File: src/rtl/mem_ctrl.sv
// Byte-serial memory controller arbitrating an instruction-fetch port and a load/store port onto one byte-wide RAM.
// Optional MEM_CTRL_MEM_PRIO_EN: mem port always wins contention; otherwise round-robin.
module mem_ctrl (
  input  logic        clk,
  input  logic        rst,
  input  logic        rdy,
  input  logic        if_req,
  input  logic [31:0] if_addr,
  output logic [31:0] if_data,
  output logic        if_done,
  input  logic        mem_req,
  input  logic        mem_we,
  input  logic [1:0]  mem_len,
  input  logic [31:0] mem_addr,
  input  logic [31:0] mem_wdata,
  output logic [31:0] mem_rdata,
  output logic        mem_done,
  input  logic [7:0]  ram_din,
  output logic [7:0]  ram_dout,
  output logic [31:0] ram_a,
  output logic        ram_wr
);

  typedef enum logic [1:0] {IDLE, READ, WRITE} state_t;

  state_t      state_q;
  logic [2:0]  cnt_q;
  logic [2:0]  len_q;
  logic        isMem_q;
  logic        lastMem_q;
  logic [31:0] wdata_q;
  logic [31:0] readBuf_q;
  logic [31:0] readBuf_d;
  logic [31:0] ifData_q;
  logic [31:0] memRdata_q;
  logic        ifDone_q;
  logic        memDone_q;
  logic        wr_q;
  logic [7:0]  dout_q;
  logic [31:0] ramA_q;

  logic        grantMem;
  logic [2:0]  memN;
  logic [1:0]  capIdx;
  logic [7:0]  wrByte;

  // Arbitration, transfer length and the byte lanes used by the datapath.
  always_comb begin
`ifdef MEM_CTRL_MEM_PRIO_EN
    grantMem = mem_req;
`else
    grantMem = mem_req & (~if_req | ~lastMem_q);
`endif
    case (mem_len)
      2'd0:    memN = 3'd1;
      2'd1:    memN = 3'd2;
      default: memN = 3'd4;
    endcase
    capIdx    = 2'(cnt_q - 3'd2);
    readBuf_d = readBuf_q;
    if (cnt_q >= 3'd2) readBuf_d[{capIdx, 3'b000} +: 8] = ram_din;
    wrByte = wdata_q[{cnt_q[1:0], 3'b000} +: 8];
  end

  // cnt_q is the index of the next byte address to present; reads capture
  // byte cnt_q-2 because RAM data trails its address by one cycle.
  always_ff @(posedge clk) begin
    if (rst) begin
      state_q    <= IDLE;
      cnt_q      <= 3'd0;
      len_q      <= 3'd0;
      isMem_q    <= 1'b0;
      lastMem_q  <= 1'b0;
      wdata_q    <= 32'd0;
      readBuf_q  <= 32'd0;
      ifData_q   <= 32'd0;
      memRdata_q <= 32'd0;
      ifDone_q   <= 1'b0;
      memDone_q  <= 1'b0;
      wr_q       <= 1'b0;
      dout_q     <= 8'd0;
      ramA_q     <= 32'd0;
    end else if (rdy) begin
      ifDone_q  <= 1'b0;
      memDone_q <= 1'b0;
      case (state_q)
        IDLE: begin
          if (!ifDone_q && !memDone_q && (if_req || mem_req)) begin
            isMem_q   <= grantMem;
            lastMem_q <= grantMem;
            ramA_q    <= grantMem ? mem_addr : if_addr;
            len_q     <= grantMem ? memN : 3'd4;
            wdata_q   <= mem_wdata;
            readBuf_q <= 32'd0;
            cnt_q     <= 3'd1;
            if (grantMem && mem_we) begin
              state_q <= WRITE;
              wr_q    <= 1'b1;
              dout_q  <= mem_wdata[7:0];
            end else begin
              state_q <= READ;
            end
          end
        end
        READ: begin
          if (cnt_q < len_q) ramA_q <= ramA_q + 32'd1;
          if (cnt_q >= 3'd2) readBuf_q <= readBuf_d;
          if (cnt_q == len_q + 3'd1) begin
            state_q <= IDLE;
            cnt_q   <= 3'd0;
            if (isMem_q) begin
              memRdata_q <= readBuf_d;
              memDone_q  <= 1'b1;
            end else begin
              ifData_q <= readBuf_d;
              ifDone_q <= 1'b1;
            end
          end else begin
            cnt_q <= cnt_q + 3'd1;
          end
        end
        WRITE: begin
          if (cnt_q < len_q) begin
            ramA_q <= ramA_q + 32'd1;
            dout_q <= wrByte;
            cnt_q  <= cnt_q + 3'd1;
          end else begin
            wr_q      <= 1'b0;
            memDone_q <= 1'b1;
            state_q   <= IDLE;
            cnt_q     <= 3'd0;
          end
        end
        default: state_q <= IDLE;
      endcase
    end
  end

  assign if_data   = ifData_q;
  assign if_done   = ifDone_q;
  assign mem_rdata = memRdata_q;
  assign mem_done  = memDone_q;
  assign ram_dout  = dout_q;
  assign ram_a     = ramA_q;
  assign ram_wr    = wr_q & rdy;

endmodule

File: config.mk
export PLATFORM = sky130hd
export DESIGN_NAME = mem_ctrl
export DESIGN_NICKNAME = d
export VERILOG_FILES = /design/src/rtl/mem_ctrl.sv
export SDC_FILE = /design/constraint.sdc
export NUM_CORES = 1
export LEC_CHECK = 0
export ABC_AREA = 1
export BUFFER_PORTS_ARGS = -buffer_cell sky130_fd_sc_hd__buf_4
export CAP_MARGIN = 20
export CORE_UTILIZATION = 58
export CTS_CLUSTER_SIZE = 10
export DETAILED_ROUTE_END_ITERATION = 7
export GPL_TIMING_DRIVEN = 0
export PLACE_DENSITY = 0.9
export SLEW_MARGIN = 30
export SYNTH_ARGS = -nofsm -noshare
export SYNTH_HDL_FRONTEND = slang
export SYNTH_SLANG_ARGS = --single-unit
File: constraint.sdc
create_clock -name clk -period 3.52 [get_ports clk]
set_input_delay 0.528 -clock clk [delete_from_list [all_inputs] [get_ports clk]]
set_output_delay 0.528 -clock clk [all_outputs]
set_load 0.1 [all_outputs]
After elaboration in Yosys (flattened, before gate mapping)
Cells that the tools add are included.

cells by class
  equal/unequal tests = 11
  bitwise operators = 5
  muxes and demuxes = 35
  magnitude comparators = 2
  reductions and logical operators = 22
  shift operators = 3
  add/subtract/negate cells = 5

operators with widths
  cell                                                  number
  two-way mux 32 bit                                    6
  one-hot mux 32 bit (2 select lines)                   2
  adder 32 x 1 -> 32 bit, second input constant         1
  bitwise mux 32 bit                                    1
  variable shift 8 x 7 -> 32 bit, first input constant  1
  indexed part select 32 x 6 -> 8 bit                   1
  indexed part select 8 x 7 -> 32 bit                   1
  two-way mux 8 bit                                     3
  AND reduction 4 bit                                   5
  one-hot mux 8 bit (2 select lines)                    1
  two-way mux 3 bit                                     4
  != test 2 bit, second input constant                  6
  AND reduction 5 bit                                   2
  two-way mux 1 bit                                     9
  one-hot mux 3 bit (3 select lines)                    1
  two-way mux 2 bit                                     4
  negator 5 -> 7 bit                                    1
  adder 3 x 1 -> 3 bit, second input constant           2
  one-hot mux 2 bit (3 select lines)                    1
  one-hot mux 3 bit (2 select lines)                    1
  AND reduction 3 bit                                   2
  nonzero test 2 bit                                    3
  equality test 2 x 1 -> 1 bit, second input constant   2
  zero test 2 bit                                       2
  other kinds (15)                                      21

word-level totals
  output and inout bits = 107
  logic and storage cells = 96
  bits of input ports = 112
  flip-flop bits (word level) = 180

Depth between registers and ports, before layout
  word-level depth = 7
  depth in mapped cells = 14
  mapped depth without buffers = 12

Least setup slack after synthesis
No wires, ideal clock.

  kind = reg2reg
  from = register ramA_q[1] (netlist: ram_a[1])
  to = register ramA_q[16] (netlist: ram_a[16])
  setup time = 0.071 ns
  data required time = 3.449 ns
  cell stages (with the launch flop) = 9
  clock period less this slack = 2.271 ns
  setup slack = 1.249 ns
  arrival = 2.199 ns
  path buffers = 0
  path through = dfxtp_1 > ha_1 > nand2_1 > nor2_1 > nand2_1 > nor2_2 > xor2_1 > nand2_1 > a21oi_1

on the way
  cells in the longest elaborated chain, start to end = 3

RTL lines
  element                              line      source
  start: declaration                   40        logic [31:0] ramA_q;
  start signal: assignment             91        ramA_q <= grantMem ? mem_addr : if_addr;
  start signal: assignment             106       if (cnt_q < len_q) ramA_q <= ramA_q + 32'd1;
  start signal: assignment             124       ramA_q <= ramA_q + 32'd1;
  adder 32 x 1 -> 32 bit               106, 124
  two-way mux 32 bit                   106, 123
  one-hot mux 32 bit (2 select lines)  86        case (state_q)

No other way between the ends. The select of a mux whose other input is x is not followed.
A chain may end at the register's enable or synchronous reset.

Final worst setup path
  from = register cnt_q[0]
  to = register memRdata_q[22] (netlist: mem_rdata[22])

on the way
  cells in the longest elaborated chain, start to end = 5
  elaborated cells between the ends (all ways) = 9
  those cells by class = 2 x add/sub; 1 x order compare; 1 x eq/ne; 2 x shift; 2 x mux; 1 x reduce/logical

RTL lines
  element                                                                                line  source
  start: declaration                                                                     27    logic [2:0] cnt_q;
  start signal: assignment                                                               119   cnt_q <= cnt_q + 3'd1;
  start signal: assignment                                                               126   cnt_q <= cnt_q + 3'd1;
  subtractor 2 bit                                                                       59    capIdx = 2'(cnt_q - 3'd2);
  negator 5 -> 7 bit                                                                     61    if (cnt_q >= 3'd2) readBuf_d[{capIdx, 3'b000} +: 8] = ram_din;
  indexed part select 8 x 7 -> 32 bit or variable shift 8 x 7 -> 32 bit (tied branches)  61
  bitwise mux 32 bit                                                                     61
  two-way mux 32 bit                                                                     61
  end signal: assignment                                                                 112   memRdata_q <= readBuf_d;
  end: declaration                                                                       35    logic [31:0] memRdata_q;

Parallel ways exist; a longest one is shown, timed or not.

==> flow_summary.toml <==
[status]
status = "complete, but fails checks"
violations = "design-rule violations"

[place]
io_buffers = 216
hpwl_mm = 22.0
place.gp.congestion = 1.01

[critical_path]
crit_fanout = 13
endpoint_kind = "register"
crit_path_top_delay_cell = "o21ai_0"
crit_top_cell = "nand3_1"
crit_path_start_kind = "register"
critPathKind = "register to register"
max_stage_delay_ns = 0.58
path_cells = "buf_4, inv_1, buf_2, ha_1, nor2_1, nand3_1, o21ai_0, nand3_1, a21oi_1"
arrival_ns = 3.32
rrSetupSlack_ns = 0.57
cp.required_ns = 3.89
worstRegToRegCells = 9

[synth]
synth.most_common_cell = "nand2_1"
syn_inst = 1393
synth_compound_area_frac = 0.193
synthSimpleGateAreaFrac = 0.312
synth-main-ff-cell = "dfxtp_1"
yosys_warnings = 0
syn-num-nets = 1519
synth_edf_count = 0
synthArstFlopShare = 0
ys_seq_area_frac = 0.398
synth_area_leaders = "dfxtp_1 (40%), nand2_1 (13%), o21ai_0 (10%)"
synth_top_area_cell = "dfxtp_1"
muxShareOfSynthArea = 0
synth.avg_cell_area_um2 = 6.50
synth_top_family_by_area = "simple AND/OR/NAND/NOR gates"
synthTopCellsByCount = "nand2_1 (316), nor2_1 (236), o21ai_0 (184), dfxtp_1 (180), a21oi_1 (141)"
synthAdderAreaFrac = 0.0194
ys_ff_latch = 180
ys_types = 32
synthXorXnorAreaFrac = 0.00677
netlist_area_mm2 = 0.00905
netlist.area_leader.share = 0.398

[detailed_routing]
vias_per_cell = 5.80
wl_mm = 29.9
antenna_left = 0
drc_errors = 2
wl_per_cell_um = 16.4
first_iter_violations = 1054
firstDrtPassIters = 8
vias = 10600

[cts]
cts_sinks = 180
cts.repair.resized = 0
clock_latency_ns = 0.44
clockBufferDepth = 2
htree_levels = 4
tritoncts = "done"
root_buffer = "clkbuf_16"
postCtsHoldBufs = 0
clk_pin_slew_worst_paths_ns = 0.07
cts_setup_buffers = 0
numCtsBuffers = 17

[pwr]
pwr-share-seq = 0.379
irDropWorstVdd_mv = 0.388
clockPowerShare = 0.306
swShare = 0.398
p_leak_uw = 0.00482
internal_power_uw = 3770
power_switching_uw = 2490
pwr_density_cell_mw_per_mm2 = 545
p_comb_frac = 0.314

[global_route]
gr-total-overflow = 0
grt_pass1_vias = 9752
antenna_found_initial = 0
track_usage = 0.371
grt_pass1_wl_mm = 47.0
grt_max_degree = 17

[die]
die_area_mm2 = 0.0161
core_mm2 = 0.0152
num_rows = 45
io-pin-count = 219
dieWidth_um = 127
fp.dieH_um = 127
initial_utilization = 0.595

[sta]
worst_pin_slew_ns = 0.778
final.min_clock_period_ns = 2.95
fmax_mhz = 339
setup_viol = 0
fin_tns_setup_ns = 0
period_share = 0.838
finalHoldViolCount = 0
fin_skew_ns = 0.0100
rsz0062_at_grt = "false"
max-slew-margin-rel = 0.482
slew_viol_final = 0
whs_ns = 0.306

[min_path]
hold_path_class = "primary input to register"
holdPathStages = 3

[layout]
final_nets = 1754
seq_area_mm2 = 0.00360
drive_above_1_share = 0.179
antenna-diode-count = 0
fillers = 1243
multiInputGateArea_mm2 = 0.00480
area_delta_synth_final_pct = 26.9

[flow_run]
drv_cap = 0
==> logic make-up (layout without fill, tap and decap cells) <==
family / after synthesis / count (layout)
buffers and inverters: 156 / 403
XOR/XNOR: 7 / 7
adder cells (fa/ha/maj): 14 / 14
AO/OA/AOI/OAI: 343 / 343
AND/OR/NAND/NOR: 693 / 693
flip-flops: 180 / 180
==> layer usage <==
layer | track usage | routed length [um] | share of wire | up-vias
met4 | 0.199 | 1360 | 0.045 | 0
li1 | - | - | - | 5047
met3 | 0.0742 | 2610 | 0.087 | 122
met5 | 0 | 0 | 0 | -
met2 | 0.624 | 14100 | 0.47 | 630
met1 | 0.446 | 11900 | 0.40 | 4798
==> cell usage in the layout (no fill, tap or decap) <==
cell type and count:
buf_1 1, and2_1 1, o211ai_1 1, ha_1 14, clkbuf_1 49, nand2_2 3, xor2_1 7, o21bai_1 3
clkinv_2 3, buf_6 1, inv_1 68, bufinv_16 2, buf_4 220, buf_2 25, nor3_1 2, clkinvlp_4 2
o21ai_0 184, o21ai_1 3, inv_6 2, inv_2 4, clkinv_4 2, a21oi_2 1, nand2_1 316, nor2_2 3
o22ai_1 8, nand3b_1 2, clkinv_1 3, nand3_2 1, nand3_1 123, dfxtp_1 180, nand4_1 2, nor2_4 4
o21a_1 1, clkbuf_2 2, a21oi_1 141, clkbuf_16 17, nor2_1 236, clkbuf_8 2, a31oi_1 1
==> power by group through the flow <==
stage | Combinational [uW] | Sequential (uW) | Clock, uW
final | 1970 | 2380 | 1920
after global routing | 2110 | 2390 | 1980
after CTS | 1940 | 2360 | 1900
after detailed placement | 1930 | 2400 | 0
after global placement | 1900 | 2400 | 0
after floorplan | 773 | 3010 | 0
==> metrics by stage <==
stage           util  setup WS (ns)  instance area, um^2  std cells  power [uW]
2_1_floorplan      -           1.25                 9050       1393        3780
3_3_place_gp   0.717          0.790                10900       1797        4310
3_5_place_dp   0.717          0.773                10900       1797        4330
4_1_cts        0.756          0.687                11500       1828        6210
5_1_grt        0.756          0.436                11500       1828        6470
6_report       0.756          0.569                11500       1828        6260
==> flip-flops by register name, indices dropped and copies added (netlist names) <==
register and cells:
cnt_q 3, if_data 32, if_done 1, lastMem_q 1, len_q 3, mem_done 1, mem_rdata 32, ram_a 32
ram_dout 8, readBuf_q 32, state_q 2, wdata_q 32, wr_q 1
==> worst paths after layout <==
check,from,end
setup reg to reg,cnt_q[0],mem_rdata[22]
hold reg to reg,mem_rdata[6],mem_rdata[6]
setup / recovery,cnt_q[0],mem_rdata[22]
hold / removal,mem_wdata[10],wdata_q[10]
==> cell type report <==
cell class                 instances  area share
multi-input combinational       1057       0.418
timing repair buffer             216       0.141
clock inverter                    11      0.0109
buffer                            81      0.0314
tap                              188      0.0205
sequential                       180       0.314
clock buffer                      20      0.0398
inverter                          75      0.0245
==> critical path: cells and delay by family, from the launching register on <==
family,cells,cell delay [ns]
DFF,1,0.34
and+or+nand+nor,3,0.60
adders and majority gates,1,0.34
AOI/OAI and AO/OA,2,0.76
buffers and inverters,3,0.82
Power figures use the tool's default switching activity.
